===== src/rtl/pipelined_barrel_shifter_if.sv =====
// Handshake and data bundle for pipelined_barrel_shifter.
// master drives operands and out_ready; slave (the shifter) drives results and status.
interface pipelined_barrel_shifter_if #(
    parameter int unsigned WIDTH   = 32,
    parameter int unsigned SHAMT_W = 5,
    parameter int unsigned TAG_W   = 4
);
    logic               in_valid;
    logic               in_ready;
    logic [1:0]         mode;
    logic [SHAMT_W-1:0] sh_amt;
    logic [WIDTH-1:0]   d_in;
    logic [TAG_W-1:0]   tag_in;
    logic               out_valid;
    logic               out_ready;
    logic [WIDTH-1:0]   d_out;
    logic [TAG_W-1:0]   tag_out;
    logic               busy;

    modport master (
        output in_valid, mode, sh_amt, d_in, tag_in, out_ready,
        input  in_ready, out_valid, d_out, tag_out, busy
    );

    modport slave (
        input  in_valid, mode, sh_amt, d_in, tag_in, out_ready,
        output in_ready, out_valid, d_out, tag_out, busy
    );
endinterface


===== src/rtl/pipelined_barrel_shifter.sv =====
// Pipelined logarithmic shifter (SLL/SRL/SRA, optional ROR) with a register slice every
// REG_EVERY stages and valid/ready flow control. Define ROTATE_EN to build the rotate path.
module pipelined_barrel_shifter #(
    parameter int unsigned WIDTH     = 32,
    parameter int unsigned SHAMT_W   = 5,
    parameter int unsigned REG_EVERY = 1,
    parameter int unsigned TAG_W     = 4
) (
    input  logic                     clk_i,
    input  logic                     rst_ni,
    pipelined_barrel_shifter_if.slave bus
);
    localparam int unsigned NREG = (SHAMT_W + REG_EVERY - 1) / REG_EVERY;

    typedef enum logic [1:0] {
        MODE_SLL = 2'b00,
        MODE_SRL = 2'b01,
        MODE_SRA = 2'b10,
        MODE_ROR = 2'b11
    } mode_e;

    logic [NREG-1:0]    valid_q, valid_d;
    logic [WIDTH-1:0]   data_q [NREG];
    logic [WIDTH-1:0]   data_d [NREG];
    logic [SHAMT_W-1:0] amt_q  [NREG];
    logic [SHAMT_W-1:0] amt_d  [NREG];
    mode_e              mode_q [NREG];
    mode_e              mode_d [NREG];
    logic [TAG_W-1:0]   tag_q  [NREG];
    logic [TAG_W-1:0]   tag_d  [NREG];
    logic               sign_q [NREG];
    logic               sign_d [NREG];

    logic [NREG-1:0]    src_valid;
    logic [WIDTH-1:0]   src_data [NREG];
    logic [SHAMT_W-1:0] src_amt  [NREG];
    mode_e              src_mode [NREG];
    logic [TAG_W-1:0]   src_tag  [NREG];
    logic               src_sign [NREG];
    logic [WIDTH-1:0]   shf      [NREG];
    logic [NREG-1:0]    rdy;

    function automatic logic [WIDTH-1:0] shift_stage(
        input logic [WIDTH-1:0] d,
        input int unsigned      sa,
        input mode_e            md,
        input logic             sgn
    );
        logic [2*WIDTH-1:0] ext;
        logic [WIDTH-1:0]   r;
        ext = {{WIDTH{sgn}}, d} >> sa;
        case (md)
            MODE_SLL: r = d << sa;
            MODE_SRA: r = ext[WIDTH-1:0];
`ifdef ROTATE_EN
            MODE_ROR: r = (d >> sa) | (d << (WIDTH - sa));
`endif
            default:  r = d >> sa;
        endcase
        return r;
    endfunction

    // Slice i may load when any slice from i to the output is empty or the output drains;
    // written in closed form so the ready chain never reads itself.
    always_comb begin
        logic full;
        full = 1'b1;
        for (int unsigned i = 0; i < NREG; i++) begin
            full = 1'b1;
            for (int unsigned j = i; j < NREG; j++) begin
                full = full & valid_q[j];
            end
            rdy[i] = bus.out_ready | ~full;
        end
    end

    always_comb begin
        src_valid[0] = bus.in_valid;
        src_data[0]  = bus.d_in;
        src_amt[0]   = bus.sh_amt;
        src_mode[0]  = mode_e'(bus.mode);
        src_tag[0]   = bus.tag_in;
        src_sign[0]  = bus.d_in[WIDTH-1];
        for (int unsigned i = 1; i < NREG; i++) begin
            src_valid[i] = valid_q[i-1];
            src_data[i]  = data_q[i-1];
            src_amt[i]   = amt_q[i-1];
            src_mode[i]  = mode_q[i-1];
            src_tag[i]   = tag_q[i-1];
            src_sign[i]  = sign_q[i-1];
        end
    end

    // Stage k (MSB-first) lives in the slice k / REG_EVERY and shifts by 2^(SHAMT_W-1-k).
    always_comb begin
        valid_d = valid_q;
        for (int unsigned i = 0; i < NREG; i++) begin
            data_d[i] = data_q[i];
            amt_d[i]  = amt_q[i];
            mode_d[i] = mode_q[i];
            tag_d[i]  = tag_q[i];
            sign_d[i] = sign_q[i];
        end
        for (int unsigned i = 0; i < NREG; i++) begin
            shf[i] = src_data[i];
            for (int unsigned k = 0; k < SHAMT_W; k++) begin
                if ((k / REG_EVERY) == i && src_amt[i][SHAMT_W-1-k]) begin
                    shf[i] = shift_stage(shf[i], 32'd1 << (SHAMT_W-1-k), src_mode[i], src_sign[i]);
                end
            end
            if (rdy[i]) begin
                valid_d[i] = src_valid[i];
                if (src_valid[i]) begin
                    data_d[i] = shf[i];
                    amt_d[i]  = src_amt[i];
                    mode_d[i] = src_mode[i];
                    tag_d[i]  = src_tag[i];
                    sign_d[i] = src_sign[i];
                end
            end
        end
    end

    always_ff @(posedge clk_i or negedge rst_ni) begin
        if (!rst_ni) begin
            valid_q <= '0;
            for (int unsigned i = 0; i < NREG; i++) begin
                data_q[i] <= '0;
                amt_q[i]  <= '0;
                mode_q[i] <= MODE_SLL;
                tag_q[i]  <= '0;
                sign_q[i] <= 1'b0;
            end
        end else begin
            valid_q <= valid_d;
            for (int unsigned i = 0; i < NREG; i++) begin
                data_q[i] <= data_d[i];
                amt_q[i]  <= amt_d[i];
                mode_q[i] <= mode_d[i];
                tag_q[i]  <= tag_d[i];
                sign_q[i] <= sign_d[i];
            end
        end
    end

    assign bus.in_ready  = rdy[0];
    assign bus.out_valid = valid_q[NREG-1];
    assign bus.d_out     = data_q[NREG-1];
    assign bus.tag_out   = tag_q[NREG-1];
    assign bus.busy      = |valid_q;

endmodule


===== src/flat_wrapper.sv =====
// flat-port wrapper written by rule: the top's interface ports become plain ports
module pipelined_barrel_shifter_flat 
#(
    parameter int unsigned WIDTH     = 32,
    parameter int unsigned SHAMT_W   = 5,
    parameter int unsigned REG_EVERY = 1,
    parameter int unsigned TAG_W     = 4
)
  (clk_i, rst_ni, bus_in_valid, bus_mode, bus_sh_amt, bus_d_in, bus_tag_in, bus_out_ready, bus_in_ready, bus_out_valid, bus_d_out, bus_tag_out, bus_busy);
  pipelined_barrel_shifter_if #(.WIDTH(WIDTH), .SHAMT_W(SHAMT_W), .TAG_W(TAG_W)) bus_i ();
  input  logic clk_i;
  input  logic rst_ni;
  input wire logic [$bits(bus_i.in_valid)-1:0] bus_in_valid;
  input wire logic [$bits(bus_i.mode)-1:0] bus_mode;
  input wire logic [$bits(bus_i.sh_amt)-1:0] bus_sh_amt;
  input wire logic [$bits(bus_i.d_in)-1:0] bus_d_in;
  input wire logic [$bits(bus_i.tag_in)-1:0] bus_tag_in;
  input wire logic [$bits(bus_i.out_ready)-1:0] bus_out_ready;
  output wire logic [$bits(bus_i.in_ready)-1:0] bus_in_ready;
  output wire logic [$bits(bus_i.out_valid)-1:0] bus_out_valid;
  output wire logic [$bits(bus_i.d_out)-1:0] bus_d_out;
  output wire logic [$bits(bus_i.tag_out)-1:0] bus_tag_out;
  output wire logic [$bits(bus_i.busy)-1:0] bus_busy;
  assign bus_i.in_valid = bus_in_valid;
  assign bus_i.mode = bus_mode;
  assign bus_i.sh_amt = bus_sh_amt;
  assign bus_i.d_in = bus_d_in;
  assign bus_i.tag_in = bus_tag_in;
  assign bus_i.out_ready = bus_out_ready;
  assign bus_in_ready = bus_i.in_ready;
  assign bus_out_valid = bus_i.out_valid;
  assign bus_d_out = bus_i.d_out;
  assign bus_tag_out = bus_i.tag_out;
  assign bus_busy = bus_i.busy;
  pipelined_barrel_shifter #(.WIDTH(WIDTH), .SHAMT_W(SHAMT_W), .REG_EVERY(REG_EVERY), .TAG_W(TAG_W)) u_core (.clk_i(clk_i), .rst_ni(rst_ni), .bus(bus_i));
endmodule

===== config.mk =====
export PLATFORM = sky130hd
export DESIGN_NAME = pipelined_barrel_shifter_flat
export DESIGN_NICKNAME = d
export VERILOG_FILES = /design/src/rtl/pipelined_barrel_shifter_if.sv /design/src/rtl/pipelined_barrel_shifter.sv /design/src/flat_wrapper.sv
export SDC_FILE = /design/constraint.sdc
export NUM_CORES = 1
export LEC_CHECK = 0
export ABC_AREA = 1
export CAP_MARGIN = 20
export CORE_UTILIZATION = 30
export DETAILED_ROUTE_END_ITERATION = 6
export PLACE_DENSITY = 0.45
export SYNTH_ARGS = -nofsm -noshare
export SYNTH_HDL_FRONTEND = slang
export SYNTH_SLANG_ARGS = --single-unit

===== constraint.sdc =====
create_clock -name clk_i -period 1.2 [get_ports clk_i]
set_input_delay 0.12 -clock clk_i [delete_from_list [all_inputs] [get_ports clk_i]]
set_output_delay 0.12 -clock clk_i [all_outputs]
set_load 0.05 [all_outputs]

==> flow_metrics.env <==
export IMPL_wirelength_um=37100
export IMPL_status="finished, violations left"
export IMPL_rsz0062_at_grt="true"
export IMPL_report_final_slew_viol_count=0
export IMPL_failed_checks="negative setup slack"
export IMPL_ys_ff_latch=207
export IMPL_fin_ws_ns=-0.436
export IMPL_coreArea_sq_um=37000
export IMPL_finClkSkew_ns=0.0279
export IMPL_cts_root_buf="clkbuf_16"
export IMPL_period_share_pct=136
export IMPL_die_h_um=197
export IMPL_power_uw=39300
export IMPL_p_per_area_nw_per_um2=2330
export IMPL_grt_pass1_vias=10651
export IMPL_worstPathRequired_ns=1.08
export IMPL_drt_initial_drc_count=475
export IMPL_ir_drop_uv=1190
export IMPL_max_clock_path_buffers=3
export IMPL_synth_cell_area_sq_um=11400
export IMPL_grt_antenna_before_repair=0
export IMPL_clkSinkCount=207
export IMPL_numCtsBuffers=26
export IMPL_yosys_top_cells_area="dfrtp_1, nand2_1, nand3_1, inv_1, nor2_1"
export IMPL_ys_warn_count=0
export IMPL_finalHoldViolCount=0
export IMPL_final_cell_area_sq_um=16900
export IMPL_syn_avg_cell_area_sq_um=6.69
export IMPL_worstPathMaxFanout=2
export IMPL_routedWlPerCell_um=15.6
export IMPL_arrival_ns=1.52
export IMPL_placedInstanceArea_sq_um=13600
export IMPL_fin_crit_ns=1.64
export IMPL_start_util_pct=30.8
export IMPL_synth_compound_area_share_pct=6.98
export IMPL_synth_most_common_cell="nand2_1"
export IMPL_synth_edf_count=0
export IMPL_cap_violations=0
export IMPL_p_leak_uw=0.00856
export IMPL_max_freq_ghz=0.611
export IMPL_synth_mux_area_share_pct=0
export IMPL_cts_tree="yes"
export IMPL_crit_path_end_kind="output port"
export IMPL_clk_insertion_delay_late_ns=0.55
export IMPL_r2r_start="u_core.valid_q[4]"
export IMPL_rows=70
export IMPL_io_buffers=85
export IMPL_nNetsFinal=1900
export IMPL_startpoint="u_core.valid_q[3]"
export IMPL_grt_overflow_total=0
export IMPL_grt_pass1_wl_um=57600
export IMPL_drc_errors=0
export IMPL_synthXorXnorAreaFrac_pct=0
export IMPL_async_reset_ff_share_pct=100
export IMPL_yosysSeqAreaShare_pct=45.5
export IMPL_r2r_cells=10
export IMPL_ff_latch_area_sq_um=5180
export IMPL_grt_max_degree=63
export IMPL_ff2ff_setup_slack_ns=-0.39
export IMPL_multiInputGateArea_sq_um=6090
export IMPL_via_per_inst=4.59
export IMPL_synth_top_family_by_area="simple AND/OR/NAND/NOR gates"
export IMPL_drive_gt1_share_pct=25.2
export IMPL_synth_flop_cell="dfrtp_1"
export IMPL_setup_viol=243
export IMPL_die_x_um=197
export IMPL_dieArea_sq_um=38700
export IMPL_htree_levels=1
export IMPL_yosysTopAreaCellShare_pct=45.5
export IMPL_relSlewSlack_pct=70.4
export IMPL_fill_cells=3760
export IMPL_ant_nets=0
export IMPL_synth_net_count=1749
export IMPL_first_pass_iters=5
export IMPL_antenna_diode_count=0
export IMPL_vias=10907
export IMPL_tightest_slew_ns=0.439
export IMPL_synth_simple_area_share_pct=36.8
export IMPL_dp_hpwl_um=22400
export IMPL_hold_class="input pin to asynchronous set/reset pin"
export IMPL_setup_worst_path_class="flop to output port"
export IMPL_synthAdderAreaFrac_pct=0
export IMPL_synth_cell_types=21
export IMPL_clkTransAtPathRegs_ns=0.06
export IMPL_start_kind="flop"
export IMPL_area_growth_pct=48.2
export IMPL_yosys_area_top_type="dfrtp_1"
export IMPL_netlist_instances=1702
export IMPL_io_pins=86
export IMPL_netlist_top_cells_count="nand2_1, dfrtp_1, inv_1"
export IMPL_track_usage_pct=18.4
export IMPL_rr_endpoint="u_core.data_q[64]"
export IMPL_gp_congestion=0.808
==> flip-flops by register name, indices dropped and copies added, names as in the netlist <==
| signal | count |
|---|---|
| u_core.data_q | 128 |
| u_core.bus.tag_out | 4 |
| u_core.mode_q | 8 |
| u_core.sign_q | 4 |
| u_core.amt_q | 10 |
| u_core.bus.d_out | 32 |
| u_core.src_tag | 16 |
| u_core.valid_q | 5 |
==> report_power, final <==
part | internal, uW | total [uW] | switching [uW]
clock | 4520 | 7600 | 3070
sequential | 9420 | 11700 | 2310
combinational | 8780 | 20000 | 11200
==> routing by layer <==
metal  routed length, um  up-vias  global-route usage (%)
met5                   0        -                       0
met4                 980        0                    4.71
met3                 904       60                    2.00
met2               18800      154                    31.6
met1               16500     5172                    24.5
li1                    -     5521                       -
==> through the flow <==
| step | hold slack [ns] | setup WS, ns | util, % | TNS [ns] | cells |
|---|---|---|---|---|---|
| 2_1_floorplan | -0.176 | -0.406 | - | -38.97 | 1702 |
| 3_3_place_gp | 0.0178 | -0.342 | 36.8 | -52.04 | 2247 |
| 3_5_place_dp | 0.0173 | -0.370 | 36.8 | -54.40 | 2247 |
| 4_1_cts | 0.0993 | -0.463 | 42.4 | -46.17 | 2343 |
| 5_1_grt | 0.0355 | -0.496 | 45.6 | -65.24 | 2375 |
| 6_report | 0.0162 | -0.436 | 45.6 | -50.34 | 2375 |
==> what timing repair did <==
| item | CTS | global route |
|---|---|---|
| gates resized for setup | 143 | 265 |
| hold buffers | 4 | 0 |
| buffers inserted | 23 | 25 |
| setup endpoints to repair | 233 | 251 |
| pin swaps | 16 | 38 |
| hold endpoints to repair | 207 | 0 |
| cloned | 23 | 19 |
==> placed cells by master (no fill, tap or decap), drive strengths merged <==
master | Yosys | final
dlygate4sd3 | 0 | 3
nor3 | 1 | 1
nand2 | 781 | 782
clkinv | 1 | 4
dfrtp | 207 | 207
buf | 86 | 184
nand3b | 1 | 1
o21ai | 64 | 64
nor2 | 138 | 138
clkdlybuf4s50 | 0 | 45
a21oi | 94 | 94
bufinv | 0 | 1
nand3 | 140 | 140
inv | 148 | 154
clkbuf | 41 | 53
==> cell families after synthesis <==
family	count (synthesis)
flops	207
buf+inv	276
simple gates	1061
compound gates	158
==> worst max-delay path, stage by stage (launching register included) <==
cell and delay [ns]:
dfrtp_1 0.38, nand2_2 0.08, nor2_4 0.14, nand3_4 0.10, buf_6 0.13, buf_8 0.14
==> worst max path at each step <==
stage,to,slack [ns],cells after the start
2_1_floorplan,u_core.data_q[128],-0.41,8
3_3_place_gp,u_core.bus.d_out[31],-0.34,8
3_5_place_dp,u_core.bus.d_out[28],-0.37,8
4_1_cts,bus_busy,-0.46,4
5_1_grt,bus_in_ready,-0.50,5
6_report,bus_in_ready,-0.44,5
==> cell type report <==
type,instances,area share (%)
tap,504,3.74
clock inverter,4,0.356
inverter,149,3.52
sequential,207,30.7
timing repair buffer,243,20.6
clock buffer,42,4.51
multi-input combinational,1220,36.1
timing repair inverter,6,0.512
No activity file was read; power rests on OpenSTA's default activity.
